`src/rtl/id_ex_stage.sv`:
```
// ID/EX pipeline register with hazard detection and WB-stage bypass.
// Build option: define FORWARD_EN to resolve EX-stage hazards by forwarding the WB
// result into the operand muxes. Leave it undefined to resolve them with a one-cycle
// stall instead. The default build (FORWARD_EN undefined) is the stall policy.
module id_ex_stage (
   input  logic       clk,
   input  logic       reset,
   input  logic       id_valid,
   input  logic [2:0] id_rs1_addr,
   input  logic [2:0] id_rs2_addr,
   input  logic [7:0] id_rs1_data,
   input  logic [7:0] id_rs2_data,
   input  logic [7:0] id_shamt,
   input  logic       id_shamt_sel,
   input  logic [2:0] id_rd_addr,
   input  logic       id_reg_write,
   input  logic [2:0] id_alu_op,
   input  logic       flush,
   input  logic       wb_reg_write,
   input  logic [2:0] wb_rd_addr,
   input  logic [7:0] wb_data,
   output logic [7:0] ex_rs1_data,
   output logic [7:0] ex_rs2_data,
   output logic [7:0] ex_shamt,
   output logic       ex_fwd1,
   output logic       ex_fwd2,
   output logic       ex_shamt_sel,
   output logic [7:0] ex_fwd_data,
   output logic [2:0] ex_rd_addr,
   output logic       ex_reg_write,
   output logic       ex_valid,
   output logic [2:0] ex_alu_op,
   output logic       id_stall
);

   logic [7:0] ex_rs1_data_q, ex_rs1_data_d;
   logic [7:0] ex_rs2_data_q, ex_rs2_data_d;
   logic [7:0] ex_shamt_q, ex_shamt_d;
   logic       ex_fwd1_q, ex_fwd1_d;
   logic       ex_fwd2_q, ex_fwd2_d;
   logic       ex_shamt_sel_q, ex_shamt_sel_d;
   logic [2:0] ex_rd_addr_q, ex_rd_addr_d;
   logic       ex_reg_write_q, ex_reg_write_d;
   logic       ex_valid_q, ex_valid_d;
   logic [2:0] ex_alu_op_q, ex_alu_op_d;

   logic       hazard1, hazard2;
   logic       bypass1, bypass2;
   logic       fwd1_sel, fwd2_sel;
   logic       stall;
   logic [7:0] rs1_val, rs2_val;

   // Hazard against the producer now in EX, and bypass from the WB write port.
   // r0 is hard-wired zero, so it never participates in either comparison.
   always_comb begin
      hazard1 = id_valid & ex_valid_q & ex_reg_write_q & (id_rs1_addr != 3'd0)
                & (ex_rd_addr_q == id_rs1_addr);
      // A shift by immediate does not read rs2.
      hazard2 = id_valid & ex_valid_q & ex_reg_write_q & (id_rs2_addr != 3'd0)
                & (ex_rd_addr_q == id_rs2_addr) & ~id_shamt_sel;
      bypass1 = wb_reg_write & (wb_rd_addr != 3'd0) & (wb_rd_addr == id_rs1_addr);
      bypass2 = wb_reg_write & (wb_rd_addr != 3'd0) & (wb_rd_addr == id_rs2_addr);
      rs1_val = bypass1 ? wb_data : id_rs1_data;
      rs2_val = bypass2 ? wb_data : id_rs2_data;
   end

`ifdef FORWARD_EN
   // Forwarding policy: never stall; the consumer picks up wb_data in EX.
   always_comb begin
      stall    = 1'b0;
      fwd1_sel = hazard1;
      fwd2_sel = hazard2;
   end
`else
   // Stall policy: one bubble moves the producer to WB, where the bypass covers it.
   always_comb begin
      stall    = (hazard1 | hazard2) & ~flush & ~reset;
      fwd1_sel = 1'b0;
      fwd2_sel = 1'b0;
   end
`endif

   // Next-state selection: flush beats stall beats load. Reset is applied in the register.
   always_comb begin
      ex_rs1_data_d  = ex_rs1_data_q;
      ex_rs2_data_d  = ex_rs2_data_q;
      ex_shamt_d     = ex_shamt_q;
      ex_fwd1_d      = ex_fwd1_q;
      ex_fwd2_d      = ex_fwd2_q;
      ex_shamt_sel_d = ex_shamt_sel_q;
      ex_rd_addr_d   = ex_rd_addr_q;
      ex_reg_write_d = ex_reg_write_q;
      ex_valid_d     = ex_valid_q;
      ex_alu_op_d    = ex_alu_op_q;
      if (flush) begin
         ex_valid_d     = 1'b0;
         ex_reg_write_d = 1'b0;
         ex_fwd1_d      = 1'b0;
         ex_fwd2_d      = 1'b0;
         ex_shamt_sel_d = 1'b0;
      end else if (stall) begin
         // Bubble; data fields keep their old values and are ignored downstream.
         ex_valid_d     = 1'b0;
         ex_reg_write_d = 1'b0;
         ex_fwd1_d      = 1'b0;
         ex_fwd2_d      = 1'b0;
      end else begin
         ex_rs1_data_d  = rs1_val;
         ex_rs2_data_d  = rs2_val;
         ex_shamt_d     = id_shamt;
         ex_fwd1_d      = fwd1_sel;
         ex_fwd2_d      = fwd2_sel;
         ex_shamt_sel_d = id_shamt_sel;
         ex_rd_addr_d   = id_rd_addr;
         ex_reg_write_d = id_reg_write & id_valid;
         ex_valid_d     = id_valid;
         ex_alu_op_d    = id_alu_op;
      end
   end

   // Pipeline register with synchronous reset.
   always_ff @(posedge clk) begin
      if (reset) begin
         ex_rs1_data_q  <= 8'h00;
         ex_rs2_data_q  <= 8'h00;
         ex_shamt_q     <= 8'h00;
         ex_fwd1_q      <= 1'b0;
         ex_fwd2_q      <= 1'b0;
         ex_shamt_sel_q <= 1'b0;
         ex_rd_addr_q   <= 3'd0;
         ex_reg_write_q <= 1'b0;
         ex_valid_q     <= 1'b0;
         ex_alu_op_q    <= 3'd0;
      end else begin
         ex_rs1_data_q  <= ex_rs1_data_d;
         ex_rs2_data_q  <= ex_rs2_data_d;
         ex_shamt_q     <= ex_shamt_d;
         ex_fwd1_q      <= ex_fwd1_d;
         ex_fwd2_q      <= ex_fwd2_d;
         ex_shamt_sel_q <= ex_shamt_sel_d;
         ex_rd_addr_q   <= ex_rd_addr_d;
         ex_reg_write_q <= ex_reg_write_d;
         ex_valid_q     <= ex_valid_d;
         ex_alu_op_q    <= ex_alu_op_d;
      end
   end

   // Output wiring; forward data is the live WB result.
   always_comb begin
      ex_rs1_data  = ex_rs1_data_q;
      ex_rs2_data  = ex_rs2_data_q;
      ex_shamt     = ex_shamt_q;
      ex_fwd1      = ex_fwd1_q;
      ex_fwd2      = ex_fwd2_q;
      ex_shamt_sel = ex_shamt_sel_q;
      ex_rd_addr   = ex_rd_addr_q;
      ex_reg_write = ex_reg_write_q;
      ex_valid     = ex_valid_q;
      ex_alu_op    = ex_alu_op_q;
      ex_fwd_data  = wb_data;
      id_stall     = stall;
   end

endmodule

```
`config.mk`:
```
export PLATFORM = sky130hd
export DESIGN_NAME = id_ex_stage
export DESIGN_NICKNAME = d
export VERILOG_FILES = /design/src/rtl/id_ex_stage.sv
export SDC_FILE = /design/constraint.sdc
export NUM_CORES = 1
export LEC_CHECK = 0
export ABC_AREA = 1
export CAP_MARGIN = 20
export CORE_ASPECT_RATIO = 0.5
export CORE_UTILIZATION = 39
export CTS_CLUSTER_DIAMETER = 60
export DETAILED_ROUTE_END_ITERATION = 10
export GPL_TIMING_DRIVEN = 0
export PLACE_DENSITY = 0.78
export SYNTH_ARGS = -nofsm -noshare
export SYNTH_HDL_FRONTEND = slang
export SYNTH_SLANG_ARGS = --single-unit
```
`constraint.sdc`:
```
create_clock -name clk -period 2 [get_ports clk]
set_input_delay 0.5 -clock clk [delete_from_list [all_inputs] [get_ports clk]]
set_output_delay 0.5 -clock clk [all_outputs]
set_load 0.1 [all_outputs]
```
== Yosys cells after proc, flatten, opt, wreduce, memory -nomap -nowiden ==
Index checks and enable logic that the tools add are counted.
Word-level totals
  register bits: 33
  latch bits: 0
  RAM bits: 0
  bits in read-only memories: 0
  input bits: 54
  logic and storage cells: 38
  memories: 0
Operators by class
  add/sub/neg operators: 0
  $mul: 0
  divide/modulo/power cells: 0
  order comparisons: 0
  eq/ne operators: 4
  shift operators: 0
  multiplexer cells: 2
  bitwise logic cells: 18
  reductions and logical operators: 6
Operators with widths (number)
  $mux 8: 2
  $and 1x1->1: 13
  $eq 3x3->1: 4
  $reduce_bool 3->1: 3
  $not 1->1: 4
  $reduce_or 3->1: 1
  $reduce_and 2->1: 1
  $reduce_or 2->1: 1
  $or 1x1->1: 1

== Depth between registers and ports, before layout ==
Gate-level depths: netlist of the first run.
  depth after elaboration: 10
  gate-level depth with buffers: 12

== Worst setup path after synthesis of the first run ==
Ideal clock, no wire load.
  path type: register to output
  start: reg ex_rd_addr_q[0], in the netlist ex_rd_addr[0]
  end: out id_stall
  data arrival time: 2.429 ns
  required time: 1.500 ns
  setup slack: -0.929 ns
  stages on the path, launching flop included: 11
  buffers on the path: 2
  cells stage by stage: dfxtp_1 -> inv_1 -> nand2_1 -> nand2_1 -> nor2_1 -> nand3_1 -> nand2_2 -> nand2_2 -> buf_6 -> buf_6 -> inv_1
On the way
  longest elaborated chain between the ends: 6
  elaborated cells on any way between the ends: 8
  classes of those cells: eq/ne (2); bitwise (6)
Ends and longest elaborated chain
  from (decl): line 42  | logic [2:0] ex_rd_addr_q, ex_rd_addr_d;
  from (signal assigned): line 141  | ex_rd_addr_q <= ex_rd_addr_d;
  $eq 3x3->1: line 60  | & (ex_rd_addr_q == id_rs2_addr) & ~id_shamt_sel;
  $and 1x1->1 (2 in a row): line 60
  $or 1x1->1 *: line 77  | stall = (hazard1 | hazard2) & ~flush & ~reset;
  $and 1x1->1 * (2 in a row): line 77
  to (decl): line 33  | output logic id_stall
Every way passes the cells marked *; elsewhere a longest branch is shown, timed or not.

== Worst setup path in the final report of the first run ==
  start: in flush
  end: out id_stall
On the way
  longest elaborated chain between the ends: 3
Ends and longest elaborated chain
  from (decl): line 18  | input logic flush,
  $not 1->1 (no line)
  $and 1x1->1 (2 in a row): line 77
Every way passes these cells.

==> summary.md, run 1 <==
| Metric | Value |
|---|---|
| Post-Synthesis Cells | `293` |
| Switching pwr | `0.000880 W` |
| CTS tree | `done` |
| Layout Utilization | `68.9%` |
| DR vias | `2172` |
| Antenna violations before repair | `0` |
| Worst setup EP type | `output pin` |
| CP required | `1500 ps` |
| R2r setup slk | `290 ps` |
| Max Root-Sink Buffers | `2` |
| Setup TNS | `-67.0 ps` |
| Vias in the first global route | `1989` |
| Async SR Flop Fraction | `0%` |
| Synth area leaders | `dfxtp_1 36%, nand2_1 16%, nor2_1 11%` |
| Sequential share of the synthesized area | `35.7%` |
| Comb pwr share | `40.3%` |
| Largest net degree at the start of global routing | `12` |
| Area post-placement | `2920 um^2` |
| Drt drc | `0` |
| Synth cell count leaders | `77 x nand2_1, 56 x nor2_1, 37 x inv_1` |
| Worst hold margin | `487 ps` |
| Flop pwr share | `35.3%` |
| WHS Path Cells | `2` |
| RePlAce Congestion | `0.793` |
| Count leader, synth | `nand2_1` |
| DR iter-0 viols | `48` |
| Final Instance Area | `3090 um^2` |
| Root buf cell | `clkbuf_8` |
| Reg clk slew, reported paths | `60 ps` |
| RSZ-0062 raised after global routing | `true` |
| Crit path DAT | `1570 ps` |
| Fin crit share | `103%` |
| DP HPWL | `4030 um` |
| Worst slew margin | `34.6%` |
| Leakage | `1.53 nW` |
| Layout net count | `469` |
| Cell Pwr Density | `670 nW/um^2` |
| Area grow syn2layout | `66.8%` |
| Synthesis-stage register bit count | `33` |
| Final Max Tran Viols | `0` |
| Die area | `5050 um^2` |
| Clock Sinks | `33` |
| Clock latency at the later pin of the worst-skew pair | `290 ps` |
| Switching share of power | `42.5%` |
| DRT antenna net count | `0` |
| Worst hold-check path type | `reg2reg` |
| R2r worst-path depth | `14` |
| Drt pass-1 iters | `4` |
| Core box area | `4490 um^2` |
| Post-Route WL | `5610 um` |
| Ys flop type | `dfxtp_1` |
| Hold Vio Cnt, Final | `0` |
| Share of cells above drive strength 1 | `21.2%` |
| Hold Path Origin | `ex_shamt[0]$_SDFFE_PP0P_` |
| Internal | `0.00119 W` |
| R2R Path End | `ex_rs2_data[6]$_SDFFE_PP0P_` |
| Share of the synthesized area in the top cell type | `35.7%` |
| Largest area contributor in the netlist | `dfxtp_1` |
| Ys Warns | `0` |
| Outcome | `complete, but fails checks` |
| Vias per cell | `4.51` |
| CP startpoint | `flush` |
| Max IR drop VDD | `0.319 mV` |
| Height of the die | `50.7 um` |
| Place WS | `-1540 ps` |
| Clk pwr share | `24.4%` |
| CP max FO | `5` |
| Row cnt | `17` |
| First-pass GRT wire length | `8880 um` |
| Post-synth EDFFs | `0` |
| Fmax | `0.484 GHz` |
| Antenna diodes | `0` |
| Crit Path Class | `in2out` |
| Total global routing overflow | `0` |
| Gr usage total | `22.6%` |
| Final setup fails | `1` |
| Post-Syn Area | `1850 um^2` |
| Port Buf Inserts | `95` |
| H-tree Lvls | `2` |
| Fin crit period | `2070 ps` |
| Synthesized area per cell | `6.32 um^2` |
| Failing checks | `setup timing` |
| Slew of the pin with the lowest slew margin | `985 ps` |
| Starting Density | `41.3%` |
| Synth cell types | `23` |
| PnR worst setup slack | `-67.0 ps` |
| WL/cell | `11.6 um` |
| Hold Path Sink | `ex_shamt[0]$_SDFFE_PP0P_` |
| Io pins | `98` |
| TritonCTS Buffers | `5` |
| Max-cap violations | `0` |
| Crit start category | `input port` |
| DIE WIDTH | `99.5 um` |
| Critical R2R Launch | `ex_rd_addr[0]$_SDFFE_PP0P_` |
| Final Skew | `9.51 ps` |
-- state kept, by name, summed over array words and instances, names as in the netlist --
signal	flops
ex_rs1_data	8
ex_shamt	8
ex_shamt_sel	1
ex_alu_op	3
ex_reg_write	1
ex_valid	1
ex_rd_addr	3
ex_rs2_data	8
-- through the flow --
| stage | std cells | power [W] |
|---|---|---|
| after floorplan | 294 | 0.00133 |
| after global placement | 455 | 0.00158 |
| after detailed placement | 455 | 0.00159 |
| after CTS | 478 | 0.00206 |
| after global routing | 482 | 0.00215 |
| final | 482 | 0.00207 |
-- area by class of cell --
type / instances / area [um^2]
fillers: 370 / 1400
repair buffers: 115 / 1030
multi-input cells: 199 / 917
flip-flops and latches: 33 / 679
plain buffers: 23 / 153
inverters: 38 / 146
well taps: 66 / 82.6
clock buffers: 6 / 72.6
clock inverters: 2 / 10.0
-- power groups by stage --
stage	Sequential (W)	Clock, W	Combinational [W]
floorplan	0.00107	0	0.000260
global placement	0.000744	0	0.000835
detailed placement	0.000745	0	0.000844
CTS	0.000730	0.000508	0.000826
global route	0.000737	0.000531	0.000881
finish	0.000732	0.000504	0.000834
-- worst max path at each step --
| stage | end | slack [ps] |
|---|---|---|
| 6_report | id_stall | -70 |
| 3_3_place_gp | id_stall | -1520 |
| 4_1_cts | id_stall | -100 |
| 3_5_place_dp | id_stall | -1540 |
| 5_1_grt | id_stall | -150 |
| 2_1_floorplan | id_stall | -120 |
-- layout by cell type, fill, tap and decap left out, types with 2 or more instances in the layout --
cell	n
a21oi_1	13
clkdlybuf4s50_1	45
clkbuf_1	4
inv_1	33
nand3_2	2
nand2_1	77
dlygate4sd2_1	3
clkinv_2	2
conb_1	2
o21ai_0	18
clkbuf_8	5
dfxtp_4	5
clkbuf_2	10
buf_2	4
buf_4	36
inv_2	4
buf_1	3
nor2_1	53
dfxtp_1	28
nand3b_1	14
clkbuf_4	6
nand2_2	3
xor2_1	2
clkdlybuf4s15_1	23
nand3_1	2
a21oi_2	2
clkdlybuf4s15_2	2
xnor2_1	4
nor2_2	3
-- metal layers --
layer | vias up | global-route usage [%] | wire, um | share of wire, %
li1 | 1122 | - | - | -
met1 | 974 | 26.1 | 2480 | 44
met4 | 0 | 7.35 | 88 | 1.6
met5 | - | 0 | 0 | 0
met2 | 63 | 42.8 | 2790 | 50
met3 | 13 | 4.32 | 255 | 4.5
-- timing repair --
item | CTS | global route
resized for setup | 112 | 50
hold buffers | 0 | 0
setup buffers | 16 | 5
setup endpoints to repair | 43 | 39
pin swaps | 4 | 6
-- cell families (layout without fill, tap and decap cells) --
family | count (synthesis) | in the layout | synth area share [%]
and+or+nand+nor | 157 | 157 | 35.7
buffers and inverters | 62 | 184 | 16.2
AOI/OAI and AO/OA | 34 | 34 | 9.39
DFF | 33 | 33 | 35.7
other | 1 | 2 | 0.202
xor gates and xnor gates | 6 | 6 | 2.84
-- worst max-delay path, stage by stage --
cell and delay [ps]:
clkdlybuf4s50_1 440, nor2_2 170, nand2_2 90, buf_8 130, clkinvlp_4 70, buf_12 160
(Power assumes the default switching activity.)
==> run 2, diff against run 1 <==
--- a/config.mk
+++ b/config.mk
@@ -13,6 +13,8 @@
 export DETAILED_ROUTE_END_ITERATION = 10
 export GPL_TIMING_DRIVEN = 0
 export PLACE_DENSITY = 0.78
+export SETUP_SLACK_MARGIN = 0.05
 export SYNTH_ARGS = -nofsm -noshare
 export SYNTH_HDL_FRONTEND = slang
 export SYNTH_SLANG_ARGS = --single-unit
+export TNS_END_PERCENT = 30
==> run 2 against run 1 <==
Largest cell class unchanged. Count of clock-buffer cells in the layout did not move. The run now ends clean. Maximum frequency rose by 3.8%. Global-route usage increased by 1.5 points. Routed wire length grew 7.9%. Clock power decreased by 1%. Utilization grew 1.9 points.
==> summary.md, run 2 (synthesis gave the netlist of run 1 again) <==
| Metric | Value |
|---|---|
| Hold Vio Cnt, Final | `0` |
| Final setup fails | `0` |
| Worst slew margin | `62.7%` |
| Leakage | `1.55 nW` |
| Drt drc | `0` |
| CTS tree | `done` |
| Antenna violations before repair | `0` |
| TritonCTS Buffers | `5` |
| Fmax | `0.502 GHz` |
| Vias in the first global route | `2088` |
| DR iter-0 viols | `55` |
| Port Buf Inserts | `95` |
| FILL cells | `356` |
| Core box area | `4490 um^2` |
| WL/cell | `12.5 um` |
| Area of the multi-input gates | `915 um^2` |
| Row cnt | `17` |
| Share of cells above drive strength 1 | `27.1%` |
| R2r setup slk | `370 ps` |
| Gr usage total | `24.1%` |
| Place WS | `-1540 ps` |
| Power consumption | `0.00209 W` |
| Fin crit share | `99.5%` |
| RSZ-0062 raised after global routing | `true` |
| Max Root-Sink Buffers | `2` |
| Vias per cell | `4.57` |
| Worst hold-check path type | `reg2reg` |
| Worst hold margin | `489 ps` |
| Max-cap violations | `0` |
| Reg clk slew, reported paths | `60 ps` |
| Layout net count | `470` |
| Clock latency at the later pin of the worst-skew pair | `290 ps` |
| First-pass GRT wire length | `9360 um` |
| Area grow syn2layout | `71.4%` |
| Clock Sinks | `33` |
| Fin crit period | `1990 ps` |
| Final Skew | `8.22 ps` |
| Final Max Tran Viols | `0` |
| Outcome | `complete, no violations` |
| Root buf cell | `clkbuf_8` |
| Max IR drop VDD | `0.323 mV` |
| Crit path DAT | `1490 ps` |
| DIE WIDTH | `99.5 um` |
| CP required | `1500 ps` |
| CP max FO | `3` |
| Crit start category | `input port` |
| Drt pass-1 iters | `4` |
| Io pins | `98` |
| Cell Pwr Density | `658 nW/um^2` |
| Worst setup EP type | `output pin` |
| Total global routing overflow | `0` |
| H-tree Lvls | `2` |
| Largest net degree at the start of global routing | `11` |
| DP HPWL | `4030 um` |
| DR vias | `2209` |
| RePlAce Congestion | `0.793` |
| Post-Route WL | `6050 um` |
| Crit Path Class | `in2out` |
| Commonest non-fill, non-tap cell in the layout | `nand2_1` |
| Area post-placement | `2920 um^2` |
| Die area | `5050 um^2` |
| Setup TNS | `0 ps` |
| Storage element area | `679 um^2` |
| Most frequent cells in the layout | `77 x nand2_1, 54 x nor2_1, 41 x buf_4, 41 x clkdlybuf4s50_1` |
| PnR worst setup slack | `9.52 ps` |
| DRT antenna net count | `0` |
| Starting Density | `41.3%` |
| Height of the die | `50.7 um` |
| Antenna diodes | `0` |
| Final Instance Area | `3180 um^2` |
| Slew of the pin with the lowest slew margin | `562 ps` |
run 2: cell count changes in the layout (fill, tap and decap cells not counted), moves of 4 or more:
| cell | change |
|---|---|
| buf_4 | +5 |
| clkbuf_2 | -6 |
| clkbuf_4 | -6 |
| clkdlybuf4s15_1 | -21 |
| clkdlybuf4s15_2 | +31 |
| clkdlybuf4s50_1 | -4 |
run 2: layout make-up:
| type | count | share of cell area (%) |
|---|---|---|
| timing repair buffer | 117 | 35.5 |
| multi-input combinational | 199 | 28.8 |
| sequential | 33 | 21.4 |
| inverter | 38 | 4.61 |
| tap | 66 | 2.60 |
| buffer | 22 | 4.53 |
| clock buffer | 6 | 2.29 |
| clock inverter | 2 | 0.315 |
run 2: repair_timing:
item,in CTS,in global routing
setup buffers,21,1
setup endpoints to repair,50,17
hold buffers,0,0
hold endpoints to repair,0,0
gates resized for setup,189,10
pin swaps,8,4
run 2: worst paths after layout:
kind | startpoint | end | depth (start not counted)
worst max-delay path | id_rs2_addr[2] | id_stall | 10
worst min-delay path | ex_shamt[0]$_SDFFE_PP0P_ | ex_shamt[0]$_SDFFE_PP0P_ | 2
worst max register to register | ex_rd_addr[1]$_SDFFE_PP0P_ | ex_rs2_data[4]$_SDFFE_PP0P_ | 13
worst min register to register | ex_shamt[0]$_SDFFE_PP0P_ | ex_shamt[0]$_SDFFE_PP0P_ | 2
run 2: layer usage:
layer | share of wire, % | global-route usage [%]
met1 | 42 | 27.4
met3 | 5.5 | 4.87
met2 | 51 | 45.1
met5 | 0 | 0
met4 | 2.1 | 9.56
run 2: worst max-delay path: stages:
cell	delay, ps
clkdlybuf4s15_2	200
inv_1	40
nand2_1	60
nand2_1	60
nor2_1	90
nand3_1	90
nand2_2	120
nand2_4	70
clkinvlp_4	80
buf_12	160
run 2: power breakdown:
group	leakage, nW	internal [W]	total, W	switching [W]
sequential	0.277	0.000701	0.000732	0.0000312
clock	0.0450	0.000241	0.000499	0.000257
combinational	1.23	0.000266	0.000860	0.000594
total	1.55	0.00121	0.00209	0.000883
run 2: through the flow:
stage,instances,util (%)
global placement,455,65.0
CTS,483,70.9
detailed placement,455,65.0
finish,483,70.8
global route,483,70.8
floorplan,294,-
